===== src/rtl/mem_loader_pkg.sv =====
// mem_loader_pkg
// Shared definitions for the boot-time program loader: FSM state encoding,
// the memory-select command marker and the default end-of-program word.
package mem_loader_pkg;

  typedef enum logic [2:0] {
    ST_IDLE,
    ST_COLLECT,
    ST_DECODE,
    ST_WRITE,
    ST_CHECK,
    ST_DONE
  } state_e;

  // Top byte of a word that selects the target memory.
  localparam logic [7:0]  SEL_MARKER  = 8'hA5;

  // Default end-of-program marker, zero-extended to the word width.
  localparam logic [31:0] EOP_DEFAULT = 32'h0000_0FFF;

endpackage


===== src/rtl/mem_loader_packer.sv =====
// mem_loader_packer
// Packs received bytes MSB-first into DATA_W-bit words.
// Ports:
//   clk_i        clock
//   rst_ni       async active-low reset (discards any partial word)
//   i_clear      hold the byte counter at zero and ignore incoming bytes
//   i_dv         byte strobe
//   i_byte       received byte
//   o_word_done  combinational: the current strobe completes a word
//   o_word_vld   registered one-cycle pulse, o_word holds a complete word
//   o_word       assembled word (first byte in the top bits)
module mem_loader_packer #(
  parameter int DATA_W = 32
) (
  input  logic              clk_i,
  input  logic              rst_ni,
  input  logic              i_clear,
  input  logic              i_dv,
  input  logic [7:0]        i_byte,
  output logic              o_word_done,
  output logic              o_word_vld,
  output logic [DATA_W-1:0] o_word
);

  localparam int NBYTES = DATA_W / 8;
  localparam int CNT_W  = (NBYTES > 1) ? $clog2(NBYTES) : 1;
  localparam logic [CNT_W-1:0] LAST_IDX = CNT_W'(NBYTES - 1);

  logic [CNT_W-1:0]  r_cnt;
  logic [DATA_W-1:0] r_shift;
  logic              r_vld;
  logic              w_take;

  assign w_take      = i_dv & ~i_clear;
  assign o_word_done = w_take & (r_cnt == LAST_IDX);
  assign o_word_vld  = r_vld;
  assign o_word      = r_shift;

  always_ff @(posedge clk_i or negedge rst_ni) begin
    if (!rst_ni) begin
      r_cnt   <= '0;
      r_shift <= '0;
      r_vld   <= 1'b0;
    end else begin
      r_vld <= o_word_done;
      if (i_clear) begin
        r_cnt <= '0;
      end else if (w_take) begin
        // Shifting left means the first byte of a word ends up on top.
        r_shift <= {r_shift[DATA_W-9:0], i_byte};
        r_cnt   <= o_word_done ? '0 : r_cnt + 1'b1;
      end
    end
  end

endmodule


===== src/rtl/mem_loader.sv =====
// mem_loader
// Boot-time program loader: takes UART bytes, packs them into words and
// decodes each word as a memory-select command, the end-of-program marker
// or a data word written to the selected memory at an auto-incrementing
// address. reset_o releases the core once loading has finished.
// Optional feature (macro MEM_LOADER_CHKSUM_EN): the word following the
// end-of-program marker must equal the sum of all data words; a mismatch
// flags err_o and keeps the core held.
// Ports:
//   clk_i, rst_ni         clock, async active-low reset
//   rx_dv_i, rx_byte_i    byte strobe and byte from the UART receiver
//   we_o, sel_o, addr_o,  one-cycle write strobe with one-hot memory select,
//   wdata_o               word address and data
//   busy_o                loading in progress
//   reset_o               load complete (sticky)
//   err_o                 protocol error (sticky)
module mem_loader
  import mem_loader_pkg::*;
#(
  parameter int                DATA_W   = 32,
  parameter int                ADDR_W   = 14,
  parameter int                NUM_MEM  = 2,
  parameter logic [DATA_W-1:0] EOP_WORD = DATA_W'(EOP_DEFAULT)
) (
  input  logic               clk_i,
  input  logic               rst_ni,
  input  logic               rx_dv_i,
  input  logic [7:0]         rx_byte_i,
  output logic               we_o,
  output logic [NUM_MEM-1:0] sel_o,
  output logic [ADDR_W-1:0]  addr_o,
  output logic [DATA_W-1:0]  wdata_o,
  output logic               busy_o,
  output logic               reset_o,
  output logic               err_o
);

  state_e             r_state;
  logic [2:0]         r_mem_idx;
  logic [ADDR_W-1:0]  r_addr;
  logic               r_full;     // last address already written
  logic               r_we;
  logic [NUM_MEM-1:0] r_sel;
  logic [DATA_W-1:0]  r_wdata;
  logic               r_busy;
  logic               r_reset;
  logic               r_err;
`ifdef MEM_LOADER_CHKSUM_EN
  logic [DATA_W-1:0]  r_sum;
`endif

  logic               w_word_done;
  logic               w_word_vld;
  logic [DATA_W-1:0]  w_word;
  logic [NUM_MEM-1:0] w_sel_onehot;
  logic               w_is_sel;
  logic               w_idx_ok;

  mem_loader_packer #(
    .DATA_W (DATA_W)
  ) u_packer (
    .clk_i       (clk_i),
    .rst_ni      (rst_ni),
    .i_clear     (r_state == ST_DONE),
    .i_dv        (rx_dv_i),
    .i_byte      (rx_byte_i),
    .o_word_done (w_word_done),
    .o_word_vld  (w_word_vld),
    .o_word      (w_word)
  );

  assign w_sel_onehot = NUM_MEM'(1) << r_mem_idx;
  assign w_is_sel     = (w_word[DATA_W-1 -: 8] == SEL_MARKER);
  assign w_idx_ok     = (int'(w_word[2:0]) < NUM_MEM);

  assign we_o    = r_we;
  assign sel_o   = r_sel;
  assign addr_o  = r_addr;
  assign wdata_o = r_wdata;
  assign busy_o  = r_busy;
  assign reset_o = r_reset;
  assign err_o   = r_err;

  always_ff @(posedge clk_i or negedge rst_ni) begin
    if (!rst_ni) begin
      r_state   <= ST_IDLE;
      r_mem_idx <= '0;
      r_addr    <= '0;
      r_full    <= 1'b0;
      r_we      <= 1'b0;
      r_sel     <= '0;
      r_wdata   <= '0;
      r_busy    <= 1'b0;
      r_reset   <= 1'b0;
      r_err     <= 1'b0;
`ifdef MEM_LOADER_CHKSUM_EN
      r_sum     <= '0;
`endif
    end else begin
      r_we <= 1'b0;
      case (r_state)
        ST_IDLE: begin
          if (rx_dv_i) begin
            r_state <= ST_COLLECT;
            r_busy  <= 1'b1;
          end
        end
        // Leave on the completing strobe so the word is decoded the very
        // next cycle, while the packer presents it.
        ST_COLLECT: begin
          if (w_word_done) r_state <= ST_DECODE;
        end
        ST_DECODE: begin
          if (w_word_vld) begin
            if (w_is_sel) begin
              // An out-of-range index keeps the current selection and address.
              if (w_idx_ok) begin
                r_mem_idx <= w_word[2:0];
                r_addr    <= '0;
                r_full    <= 1'b0;
              end else begin
                r_err <= 1'b1;
              end
              r_state <= ST_COLLECT;
            end else if (w_word == EOP_WORD) begin
`ifdef MEM_LOADER_CHKSUM_EN
              r_state <= ST_CHECK;
`else
              r_state <= ST_DONE;
              r_busy  <= 1'b0;
              r_reset <= 1'b1;
`endif
            end else begin
`ifdef MEM_LOADER_CHKSUM_EN
              r_sum <= r_sum + w_word;
`endif
              if (r_full) begin
                r_err   <= 1'b1;
                r_state <= ST_COLLECT;
              end else begin
                r_we    <= 1'b1;
                r_sel   <= w_sel_onehot;
                r_wdata <= w_word;
                r_state <= ST_WRITE;
              end
            end
          end else begin
            r_state <= ST_COLLECT;
          end
        end
        // Address saturates at the top; the flag suppresses further writes.
        ST_WRITE: begin
          r_sel <= '0;
          if (r_addr == '1) r_full <= 1'b1;
          else              r_addr <= r_addr + 1'b1;
          r_state <= ST_COLLECT;
        end
`ifdef MEM_LOADER_CHKSUM_EN
        ST_CHECK: begin
          if (w_word_vld) begin
            if (w_word == r_sum) r_reset <= 1'b1;
            else                 r_err   <= 1'b1;
            r_busy  <= 1'b0;
            r_state <= ST_DONE;
          end
        end
`endif
        ST_DONE: begin
          r_state <= ST_DONE;
        end
        default: r_state <= ST_IDLE;
      endcase
    end
  end

endmodule


===== config.mk =====
export PLATFORM = sky130hd
export DESIGN_NAME = mem_loader
export DESIGN_NICKNAME = d
export VERILOG_FILES = /design/src/rtl/mem_loader_pkg.sv /design/src/rtl/mem_loader_packer.sv /design/src/rtl/mem_loader.sv
export SDC_FILE = /design/constraint.sdc
export NUM_CORES = 1
export LEC_CHECK = 0
export CAP_MARGIN = 5
export CORE_MARGIN = 2
export CORE_UTILIZATION = 53
export DETAILED_ROUTE_END_ITERATION = 12
export GPL_TIMING_DRIVEN = 0
export PLACE_DENSITY = 0.79
export SETUP_SLACK_MARGIN = 0.05
export SLEW_MARGIN = 20
export SYNTH_ARGS = -nofsm -noshare
export SYNTH_HDL_FRONTEND = slang
export SYNTH_SLANG_ARGS = --single-unit

===== constraint.sdc =====
create_clock -name clk_i -period 2.7 [get_ports clk_i]
set_input_delay 0.405 -clock clk_i [delete_from_list [all_inputs] [get_ports clk_i]]
set_output_delay 0.405 -clock clk_i [all_outputs]
set_load 0.005 [all_outputs]

== After elaboration in Yosys (flattened, before gate mapping) ==
Cells that the tools add are included.
Storage, ports and cells
  register bits: 94
  output and inout bits: 52
  word-level logic and storage cells: 98
Operators by class
  add/sub/neg operators: 2
  order comparisons: 1
  equality and inequality tests: 21
  shift-type cells: 1
  multiplexer cells: 39
  bitwise gates (word level): 6
  reduce and logical (&&, ||, !) cells: 15
Operators with widths (count)
  two-way mux 14 bit: 4
  equality test 32 x 12 -> 1 bit, second input constant: 1
  AND reduction 5 bit: 6
  case mux 14 bit (2 select lines): 1
  != test 2 bit, second input constant: 11
  two-way mux 1 bit: 17
  two-way mux 2 bit: 8
  two-way mux 3 bit: 5
  case mux 3 bit (5 select lines): 1
  adder 14 x 1 -> 14 bit, second input constant: 1
  equality test 14 bit, second input constant: 1
  equality test 8 bit, second input constant: 1
  AND reduction 4 bit: 2
  nonzero test 2 bit: 4
  equality test 3 x 2 -> 1 bit, second input constant: 2
  != test 2 x 1 -> 1 bit, second input constant: 2
  inverter 1 bit: 4
  case mux 1 bit (2 select lines): 2
  case mux 2 bit (2 select lines): 1
  AND reduction 2 bit: 2
  equality test 3 x 1 -> 1 bit, second input constant: 1
  equality test 3 bit, second input constant: 1
  zero test 3 bit: 1
  < comparator 3 x 2 -> 1 bit, second input constant: 1
  4 further kinds: 5

== Longest topological paths before layout ==
  depth in word-level cells: 7
  gate-level depth with buffers: 5
  gate-level depth less buffers: 5

== Hierarchy ==
From an unflattened synthesis, not the netlist that was laid out.
Unflattened totals
  cells, all modules: 306
  area total of the unflattened synthesis: 4261.6 µm²
By module, submodules not included
  mem_loader: times used 1, cells an instance 227, area each 2786.4 µm²
  mem_loader_packer: times used 1, cells an instance 79, area each 1475.2 µm²

== Least setup slack after synthesis ==
Ideal clock, no wire load.
  path type: register to register
  start point: register u_packer.r_shift[13], in the netlist u_packer.o_word[13]
  end point: register r_wdata[25], in the netlist wdata_o[25]
  data arrival time: 2.232 ns
  required time: 2.575 ns
  slack: 0.343 ns
  cell stages (with the launch flop): 6
  buffers on the path: 1
  clock period less this slack: 2.357 ns
  path through: dfrtp_1 or4b_1 or4_4 o211ai_4 buf_6 mux2_2
On the way
  word-level cells in the longest chain between the ends: 3
Ends and longest elaborated chain
  start: declaration: RTL line mem_loader_packer.sv:30  | logic [DATA_W-1:0] r_shift;
  start signal: assignment: RTL line mem_loader_packer.sv:50  | r_shift <= {r_shift[DATA_W-9:0], i_byte};
  equality test 32 x 12 -> 1 bit: RTL line mem_loader.sv:125  | end else if (w_word == EOP_WORD) begin
  inverter 1 bit (no source line)
  AND reduction 5 bit (no source line)
  end signal: assignment: RTL line mem_loader.sv:143  | r_wdata <= w_word;
  end: declaration: RTL line mem_loader.sv:44  | logic [DATA_W-1:0] r_wdata;
No other way between the ends.
A chain may end at the register's enable or synchronous reset.

== Worst setup path in the final report ==
Ends and elaborated chain as after synthesis.

==> reports/results.ini <==
[timing]
worstMarginPinSlew_ns=0.797
grt_setup_unrepaired=false
drv_slew=0
period_minus_slack_ns=2.52
setup_viol=0
clock.fmax_mhz=398
final_hold_viol_count=0
skew_ns=0.00926
setup_ws_ns=0.185
min_period_over_period_pct=93.2
maxSlewHeadroom_pct=46.4

[final_layout]
fillers=546
multi_input_area_mm2=0.00150
diodes=0
nNetsFinal=382
regArea_mm2=0.00235
area_delta_synth_final_pct=25.5
drive_gt1_share_pct=25.4

[power_and_ir_drop]
powerDensity_mw_per_mm2=688
pwr-share-seq_pct=54.3
p_int_mw=2.40
total_power_mw=3.39
p_clk_share_pct=26.4
p_switching_mw=0.989
p_leak_nw=2.16
p_sw_share_pct=29.2
peakVddDrop_mv=0.408
power_frac_comb_pct=19.4

[critical_path]
crit_arrival_ns=2.77
rr_startpoint=u_packer.o_word[13]$_DFFE_PN0P_
critPathSlowestCell=or4_4
worstPathRequired_ns=2.96
critical_path.top_delay_family=simple AND/OR/NAND/NOR gates
crit_fanout=10
path_cells=or4b_1 > or4_4 > o211ai_4 > buf_6 > mux2_2
endpoint_kind=flop
crit_start=u_packer.o_word[13]$_DFFE_PN0P_
critPathBufInv=1
critPathKind=reg -> reg
worstSetupStartpointType=flop
slowest_delay_ns=0.57

[routing]
vias=2684
drc=0
wirelength_um=7820
dr.pass1.iters=4
via_per_inst=5.67
antenna_left=0
wl_per_cell_um=16.5
drt-initial-drc-count=212

[grt]
grt_pass1_vias=2700
antenna_found_initial=0
grt_pass1_wl_um=13000
track_usage_pct=20.4
grt_start_max_net_pins=80
gr-total-overflow=0

[clocking]
cts_root_buf=clkbuf_8
htreeDepth=3
cts_sinks=94
clk_pin_slew_ns=0.10
cts_tree=yes
clk_path_buf_depth=2
cts_made_buffers=9
clkLatencyLatePin_ns=0.37

[synth]
synth.avg_cell_area_um2=13.5
synth-main-ff-cell=dfrtp_1
syn_area_mm2=0.00392
yosys_warnings=0
yosys.area.top_type_share_pct=60.0
synth_cell_types=37
yosys-top-cells-area=dfrtp_1 (60%), mux2_2 (19%), a21oi_1 (1.9%), nand3_1 (1.8%), mux2i_1 (1.5%)
synth_seq_area_share_pct=60.0
synth_seq_cells=94
synth_edf_count=0
syn_nets=304
syn_inst=291
async_flop_share_pct=100
synth_top_area_cell=dfrtp_1

[worst_hold_path]
holdCritPathClass=in -> async

[placement]
portBuffers=62
dp_hpwl_um=5430
gp_congestion=0.906
place_ws_ns=0.0675

[die]
die_h_um=90
start_util_pct=54.3
rows=31
dieArea_mm2=0.00810
num_io_pins=63
coreArea_mm2=0.00721
die_width_um=90

[run]
maxCapViolCount=0

[outcome]
outcome=finished, final reports clean

Yosys cell counts, types with 3 or more instances:
cell type / count
buf_6: 3
nor3_1: 3
nand4_1: 6
a21oi_1: 15
nor4_1: 6
nand3_1: 14
nor2_1: 8
o31ai_1: 8
nand2_1: 11
o21ai_0: 3
buf_1: 3
and4_1: 4
mux2i_1: 6
inv_1: 5
and3_1: 3
or4_1: 4
dfrtp_1: 94
or3_1: 3
mux2_2: 65
state kept, by name, indices dropped and copies added, names as in the netlist:
register,flops
r_full,1
busy_o,1
wdata_o,32
sel_o,2
u_packer.r_cnt,2
reset_o,1
u_packer.o_word_vld,1
r_state,3
u_packer.o_word,32
err_o,1
r_mem_idx,3
addr_o,14
we_o,1
metal layers:
| layer | GRT usage [%] | wire length, µm |
|---|---|---|
| met5 | 0 | 0 |
| met4 | 8.46 | 146 |
| met3 | 5.28 | 380 |
| met2 | 32.8 | 3810 |
| met1 | 26.5 | 3480 |
cell type report:
| class | instances | share of cell area [%] |
|---|---|---|
| multi-input cells | 184 | 30.6 |
| clock inverters | 7 | 1.27 |
| plain buffers | 8 | 1.07 |
| well taps | 99 | 2.52 |
| inverters | 5 | 0.382 |
| clock buffers | 9 | 2.52 |
| flip-flops and latches | 94 | 47.8 |
| repair buffers | 67 | 13.9 |
placed cells by master, fill, tap and decap left out, types with 4 or more instances in the layout:
cell,netlist,routed
a21oi_1,15,15
and4_1,4,4
buf_6,3,4
clkbuf_8,0,9
clkdlybuf4s50_1,0,61
dfrtp_1,94,94
inv_1,5,5
inv_6,0,4
mux2_2,65,65
mux2i_1,6,6
nand2_1,11,11
nand3_1,14,14
nand4_1,6,6
nor2_1,8,8
nor4_1,6,5
o31ai_1,8,8
or4_1,4,4
cell families (layout without fill, tap and decap cells):
| family | Yosys count | in the layout | synth area share (%) |
|---|---|---|---|
| flip-flops | 94 | 94 | 60.0 |
| AND/OR/NAND/NOR | 76 | 76 | 11.3 |
| AO/OA/AOI/OAI | 35 | 35 | 6.00 |
| adder cells (fa/ha/maj) | 2 | 2 | 0.638 |
| multiplexers | 71 | 71 | 20.2 |
| buffers and inverters | 13 | 96 | 1.82 |
power groups by stage:
stage	clock network (mW)	registers [mW]	logic, mW
4_1_cts	0.919	1.83	0.662
2_1_floorplan	0	1.81	0.317
3_5_place_dp	0	1.86	0.655
3_3_place_gp	0	1.85	0.625
6_report	0.893	1.84	0.655
5_1_grt	0.977	1.87	0.719
per-stage QoR:
step                area, µm²  utilization (%)  TNS (ns)  instances  hold slack [ns]
floorplan                3920                -         0        291            0.109
global placement         4660             64.7   -197.80        452            0.470
detailed placement       4690             65.1         0        453            0.243
CTS                      4890             67.8         0        470            0.405
global route             4920             68.2         0        473            0.436
finish                   4920             68.2         0        473            0.419
final timing paths:
kind                                       endpoint  slack, ns  cells after the start
setup / recovery            wdata_o[25]$_DFFE_PN0P_       0.18                      5
min in group clk_i         r_mem_idx[1]$_DFFE_PN0P_       0.50                      1
setup reg to reg            wdata_o[25]$_DFFE_PN0P_       0.18                      5
max in group asynchronous  r_mem_idx[1]$_DFFE_PN0P_       1.67                      3
hold / removal               addr_o[10]$_DFFE_PN0P_       0.42                      2
hold reg to reg            r_mem_idx[1]$_DFFE_PN0P_       0.50                      1
what timing repair did:
item | 4_1_cts | 5_1_grt
hold buffers | 1 | 0
setup buffers | 0 | 3
resized for setup | 0 | 1
hold endpoints to repair | 15 | 0
setup endpoints to repair | 0 | 26
No activity file was read; power rests on OpenSTA's default activity.
